File: src/rtl/uart_cmd_bridge.sv
// Host command bridge: parses 'w'/'r' UART frames into full-width SDRAM
// write/read requests and returns an ack, the read data or an error byte.
module uart_cmd_bridge #(
   parameter int unsigned IAddrWidth  = 22,
   parameter int unsigned DataWidth   = 16,
   parameter int unsigned ByteTimeout = 1_330_000,
   parameter int unsigned RdTimeout   = 1024
) (
   input  logic                  i_sys_clk,
   input  logic                  i_rst,
   input  logic [7:0]            i_rx_data,
   input  logic                  i_rx_rdy,
   output logic                  o_rx_req,
   output logic [7:0]            o_tx_data,
   output logic                  o_tx_req,
   input  logic                  i_tx_rdy,
   output logic                  o_wr_req,
   output logic [IAddrWidth-1:0] o_wr_addr,
   output logic [DataWidth-1:0]  o_wr_data,
   output logic                  o_rd_req,
   output logic [IAddrWidth-1:0] o_rd_addr,
   input  logic [DataWidth-1:0]  i_rd_data,
   input  logic                  i_rd_rdy
);

   localparam int unsigned BtoWidth = $clog2(ByteTimeout + 1);
   localparam int unsigned RtoWidth = $clog2(RdTimeout + 1);
   localparam logic [7:0]  CmdWr    = 8'h77;
   localparam logic [7:0]  CmdRd    = 8'h72;
   localparam logic [7:0]  RspOk    = 8'h6B;
   localparam logic [7:0]  RspBad   = 8'h3F;
   localparam logic [7:0]  RspErr   = 8'h21;

   typedef enum logic [2:0] {
      S_IDLE, S_DECODE, S_GET_ADDR, S_GET_DATA,
      S_ISSUE_WR, S_ISSUE_RD, S_WAIT_RD, S_SEND
   } state_t;

   state_t                  state;
   logic [7:0]              cmd;
   logic [15:0]             addr_sr;
   logic [IAddrWidth-1:0]   addr_q;
   logic [7:0]              data_hi;
   logic [1:0]              byte_cnt;
   logic [BtoWidth-1:0]     byte_tmr;
   logic [RtoWidth-1:0]     rd_tmr;
   logic [7:0]              tx_hi;
   logic [7:0]              tx_lo;
   logic                    tx_two;

   logic                    rx_accept_c;
   logic [23:0]             addr_full_c;
   logic [15:0]             rd_word_c;

   // A byte is only popped where the parser can use it, never on back-to-back cycles.
   assign rx_accept_c = i_rx_rdy && !o_rx_req &&
                        (state == S_IDLE || state == S_GET_ADDR || state == S_GET_DATA);
   assign addr_full_c = {addr_sr, i_rx_data};
   assign rd_word_c   = 16'(i_rd_data);

   always_ff @(posedge i_sys_clk or posedge i_rst) begin
      if (i_rst) begin
         state     <= S_IDLE;
         cmd       <= '0;
         addr_sr   <= '0;
         addr_q    <= '0;
         data_hi   <= '0;
         byte_cnt  <= '0;
         byte_tmr  <= '0;
         rd_tmr    <= '0;
         tx_hi     <= '0;
         tx_lo     <= '0;
         tx_two    <= 1'b0;
         o_rx_req  <= 1'b0;
         o_tx_req  <= 1'b0;
         o_tx_data <= '0;
         o_wr_req  <= 1'b0;
         o_wr_addr <= '0;
         o_wr_data <= '0;
         o_rd_req  <= 1'b0;
         o_rd_addr <= '0;
      end else begin
         o_rx_req  <= rx_accept_c;
         o_tx_req  <= 1'b0;
         o_tx_data <= '0;
         o_wr_req  <= 1'b0;
         o_rd_req  <= 1'b0;

         case (state)
            S_IDLE: begin
               if (rx_accept_c) begin
                  cmd   <= i_rx_data;
                  state <= S_DECODE;
               end
            end

            S_DECODE: begin
               byte_cnt <= '0;
               byte_tmr <= '0;
               if (cmd == CmdWr || cmd == CmdRd) begin
                  state <= S_GET_ADDR;
               end else begin
                  tx_hi  <= RspBad;
                  tx_two <= 1'b0;
                  state  <= S_SEND;
               end
            end

            // An accepted byte takes priority over a timer expiring in the same cycle.
            S_GET_ADDR: begin
               if (rx_accept_c) begin
                  addr_sr  <= {addr_sr[7:0], i_rx_data};
                  byte_tmr <= '0;
                  if (byte_cnt == 2'd2) begin
                     byte_cnt <= '0;
                     addr_q   <= IAddrWidth'(addr_full_c);
                     if (cmd == CmdWr) begin
                        state <= S_GET_DATA;
                     end else begin
                        o_rd_req  <= 1'b1;
                        o_rd_addr <= IAddrWidth'(addr_full_c);
                        state     <= S_ISSUE_RD;
                     end
                  end else begin
                     byte_cnt <= byte_cnt + 2'd1;
                  end
               end else if (byte_tmr == BtoWidth'(ByteTimeout)) begin
                  tx_hi  <= RspErr;
                  tx_two <= 1'b0;
                  state  <= S_SEND;
               end else begin
                  byte_tmr <= byte_tmr + BtoWidth'(1);
               end
            end

            S_GET_DATA: begin
               if (rx_accept_c) begin
                  byte_tmr <= '0;
                  if (byte_cnt == 2'd1) begin
                     o_wr_req  <= 1'b1;
                     o_wr_addr <= addr_q;
                     o_wr_data <= DataWidth'({data_hi, i_rx_data});
                     state     <= S_ISSUE_WR;
                  end else begin
                     data_hi  <= i_rx_data;
                     byte_cnt <= 2'd1;
                  end
               end else if (byte_tmr == BtoWidth'(ByteTimeout)) begin
                  tx_hi  <= RspErr;
                  tx_two <= 1'b0;
                  state  <= S_SEND;
               end else begin
                  byte_tmr <= byte_tmr + BtoWidth'(1);
               end
            end

            S_ISSUE_WR: begin
               tx_hi  <= RspOk;
               tx_two <= 1'b0;
               state  <= S_SEND;
            end

            S_ISSUE_RD: begin
               rd_tmr <= '0;
               state  <= S_WAIT_RD;
            end

            // Read data arriving on the expiry cycle still wins over the timeout.
            S_WAIT_RD: begin
               if (i_rd_rdy) begin
                  tx_hi  <= rd_word_c[15:8];
                  tx_lo  <= rd_word_c[7:0];
                  tx_two <= 1'b1;
                  state  <= S_SEND;
               end else if (rd_tmr == RtoWidth'(RdTimeout)) begin
                  tx_hi  <= RspErr;
                  tx_two <= 1'b0;
                  state  <= S_SEND;
               end else begin
                  rd_tmr <= rd_tmr + RtoWidth'(1);
               end
            end

            S_SEND: begin
               if (i_tx_rdy && !o_tx_req) begin
                  o_tx_req  <= 1'b1;
                  o_tx_data <= tx_hi;
                  if (tx_two) begin
                     tx_hi  <= tx_lo;
                     tx_two <= 1'b0;
                  end else begin
                     state <= S_IDLE;
                  end
               end
            end

            default: state <= S_IDLE;
         endcase
      end
   end

endmodule
File: config.mk
export PLATFORM = sky130hd
export DESIGN_NAME = uart_cmd_bridge
export DESIGN_NICKNAME = d
export VERILOG_FILES = /design/src/rtl/uart_cmd_bridge.sv
export SDC_FILE = /design/constraint.sdc
export NUM_CORES = 1
export LEC_CHECK = 0
export BUFFER_PORTS_ARGS = -buffer_cell sky130_fd_sc_hd__buf_2
export CAP_MARGIN = 5
export CORE_MARGIN = 1.5
export CORE_UTILIZATION = 57
export CTS_CLUSTER_SIZE = 28
export DETAILED_ROUTE_END_ITERATION = 12
export MAX_ROUTING_LAYER = met4
export PLACE_DENSITY = 0.9
export SLEW_MARGIN = 20
export SYNTH_ARGS = -nofsm -noshare
export SYNTH_HDL_FRONTEND = slang
export SYNTH_SLANG_ARGS = --single-unit
File: constraint.sdc
create_clock -name i_sys_clk -period 6.1 [get_ports i_sys_clk]
set_clock_uncertainty 0.05 [all_clocks]
set_input_delay 0.61 -clock i_sys_clk [delete_from_list [all_inputs] [get_ports i_sys_clk]]
set_output_delay 0.61 -clock i_sys_clk [all_outputs]
set_load 0.05 [all_outputs]
==> results by group <==
Status
  • Status: finished clean

Place
  • DP Wirelength: 10.92 mm
  • Port bufs: 100
  • Placed insts: 851
  • Dpl ws: 2318 ps
  • GP Congestion: approximately 0.90

Clocking
  • Clock Path Buffers: 2
  • Clk slew on worst S/H paths: approximately 70 ps
  • CTS tree: done
  • Setup bufs post-CTS: 0
  • CTS H-tree depth: 4
  • Post_cts resized: 0
  • Post-CTS Hold Buffers: 0
  • Cts bufs inserted: 17
  • Skew-Pair Late Insertion Delay: 420 ps
  • Root buffer cell: clkbuf_16
  • # clock sinks: ~180

Logic synthesis
  • Synth top area cells: dfrtp_1 (59%), mux2_2 (17%), nand2_1 (1.9%), a31oi_1 (1.8%), nor2_1 (1.4%)
  • Post-synth top area share: 58.52%
  • Post-Synthesis Cells: roughly 600
  • Synth Net Count: 631
  • Seq/Total Area, Yosys: 58.52%
  • Synth area leader: dfrtp_1
  • Synth Cell Area: roughly 7600 µm²
  • Post-synth cell types: 58
  • YS warnings: 0
  • Ys async rst share: 100.0%
  • Seq cells post-synth: roughly 180
  • Ys flop type: dfrtp_1
  • Post-synth EDFFs: 0
  • Post-synthesis average cell area: 12.73 µm²

Min path
  • Hold Crit Class: input port to asynchronous set/reset pin

Setup path
  • R2R Path End: o_rd_addr[17]$_DFFE_PP0P_
  • Cell family with most CP delay: simple AND/OR/NAND/NOR gates
  • Critical path type: flop to flop
  • Crit path buf inv count: 0
  • CP arrival: ~3700 ps
  • R2R depth: 5
  • Crit-path cells: nor2b_1, nand2_1, or2_2, nor2_4, mux2_2
  • R2r setup slk: 2650 ps
  • RR Startpoint: state[1]$_DFFE_PP0P_
  • Startpoint type of the worst setup path: flop
  • Critical path's slowest cell: dfrtp_1
  • CP max FO: 25
  • CP endpoint kind: flop
  • Req. time, crit path: 6360 ps
  • Largest stage delay, worst path: 770 ps

STA
  • RSZ-0062 raised after global routing: no
  • Worst-Margin Slew: around 900 ps
  • Setup TNS: 0 ps
  • Setup Viol. Count Final: 0
  • Final Max Tran Viols: 0
  • Final worst-path cycle share: 56.53%
  • Hold Fails Final Rpt: 0
  • Fmax: 290.0 MHz
  • Final min period: 3448 ps
  • Final setup margin: 2652 ps
  • Max transition margin: 39.89%

Job
  • Max Cap Viol: 0

Drt
  • Antenna Nets Post-Route: 0
  • # DRC: 0
  • Routed via count: roughly 5300
  • First-pass DRT Iterations: 7
  • Vias/cell: 5.993
  • Drt initial violations: 350
  • Post-Route WL: 16.52 mm
  • DR WL/cell: 18.70 µm

Pwr
  • Pleak: 0.004266 µW
  • Pwr Total: 4685 µW
  • PwrDens: 529.0 nW/µm²
  • Worst VDD drop: roughly 0.00041 V

Cells and area
  • Layout Nets: 727
  • Post-route insts no fill: 883
  • ANT cells: 0
  • Share of cells above drive strength 1: 37.48%
  • Core Util, Final: 67.42%
  • Layout area overhead: 16.37%

Floorplanning
  • Row count: 42
  • Die area: 14060 µm²
  • Die W: 118.6 µm
  • Die H: 118.6 µm
  • I/O pins: 101
  • Core box area: 13140 µm²
  • Initial Util: about 58%

GRT
  • Total GRT Usage: 25.79%
  • Grt total ovfl: 0
  • First-pass GRT wire length: 27.62 mm
  • Vias in the first global route: 5459
  • Largest net degree at the start of global routing: 107
  • Antenna violations before repair: 0
-- metrics by stage --
step	hold WS (ps)	instance area (µm²)
2_1_floorplan	403.8	7611
3_3_place_gp	418.9	8257
3_5_place_dp	418.9	8257
4_1_cts	360.1	8850
5_1_grt	366.3	8857
6_report	344.4	8857
-- layer usage --
| layer | vias to the layer above | wire length (µm) | GRT usage (%) |
|---|---|---|---|
| met5 | - | 0 | - |
| met4 | 0 | 429 | 10.32 |
| met3 | 46 | 794 | 5.309 |
| met2 | 190 | 8678 | 43.17 |
| met1 | 2694 | 6614 | 30.82 |
| li1 | 2362 | - | - |
-- cells in the mapped netlist (6+ instances only) --
master and n:
nor2b_1 7, clkbuf_1 18, a21oi_1 19, nor2_1 28, nand2_1 39, mux2_2 118
inv_1 14, nand4_1 6, nand3_1 9, xnor2_1 6, o21ai_0 13, a31oi_1 22
and2_1 11, nor3_1 11, dfrtp_1 178
-- sequential cells by signal, summed over array words and instances, names as in the netlist --
register,cells
tx_lo,8
byte_cnt,2
rd_tmr,11
addr_q,22
tx_hi,8
data_hi,8
cmd,8
o_tx_req,1
addr_sr,14
o_wr_addr,22
o_rd_addr,22
tx_two,1
byte_tmr,21
o_rx_req,1
o_wr_data,16
state,3
o_rd_req,1
o_wr_req,1
o_tx_data,8
-- power breakdown --
group / switching [µW] / internal (µW)
logic: 1100 / 610
clock network: 450 / 649
registers: 314 / 1560
-- final cells by class --
type                            count  area [µm²]
Sequential cell                   178        4454
Fill cell                         900        4280
Multi-Input combinational cell    380        3013
Timing Repair Buffer              102       515.5
Clock buffer                       21       440.4
Tap cell                          176       220.2
Clock inverter                     11       152.6
Inverter                           15       61.31
-- how the worst max path moves through the flow --
stage | from | to | slack, ps | depth (start not counted)
4_1_cts | state[1]$_DFFE_PP0P_ | o_rd_addr[17]$_DFFE_PP0P_ | 2270 | 5
5_1_grt | state[1]$_DFFE_PP0P_ | o_rd_addr[13]$_DFFE_PP0P_ | 2380 | 5
6_report | state[1]$_DFFE_PP0P_ | o_rd_addr[17]$_DFFE_PP0P_ | 2650 | 5
3_5_place_dp | state[1]$_DFFE_PP0P_ | o_rd_addr[5]$_DFFE_PP0P_ | 2320 | 5
2_1_floorplan | i_rst | addr_q[0]$_DFFE_PP0P_ | 610 | 1
3_3_place_gp | i_rx_rdy | o_rd_addr[16]$_DFFE_PP0P_ | 2570 | 6
-- worst reg2reg max path: cells and delay by family, from the launching register on --
kind	cells	cell delay, ps
muxes	1	420
DFF	1	770
and+or+nand+nor	4	2100
-- kinds of logic after synthesis --
| group | share of synthesized area (%) |
|---|---|
| adder cells (fa/ha/maj) | 0.6576 |
| multiplexers | 19.00 |
| AO/OA/AOI/OAI | 8.170 |
| XOR/XNOR | 1.266 |
| buffers and inverters | 2.055 |
| flip-flops | 58.52 |
| AND/OR/NAND/NOR | 10.32 |
-- cells in the final DEF, fill, tap and decap left out, drive strengths merged, types with 3 or more instances in the layout --
master	synthesis	routed
a211oi	3	3
a21o	3	3
a21oi	19	19
a31o	3	3
a31oi	22	22
a41oi	5	5
and2	11	11
and3	5	5
buf	7	102
bufinv	0	3
clkbuf	18	21
clkinv	1	4
dfrtp	178	178
ha	4	4
inv	14	17
mux2	125	125
nand2	39	39
nand2b	5	5
nand3	10	10
nand4	6	6
nor2	29	29
nor2b	7	7
nor3	11	11
nor4b	4	4
nor4bb	3	3
o2111ai	3	3
o21ai	14	14
o22ai	3	3
or3	3	3
or4	3	3
xnor2	6	6
xor2	5	5
Power figures use the tool's default switching activity.
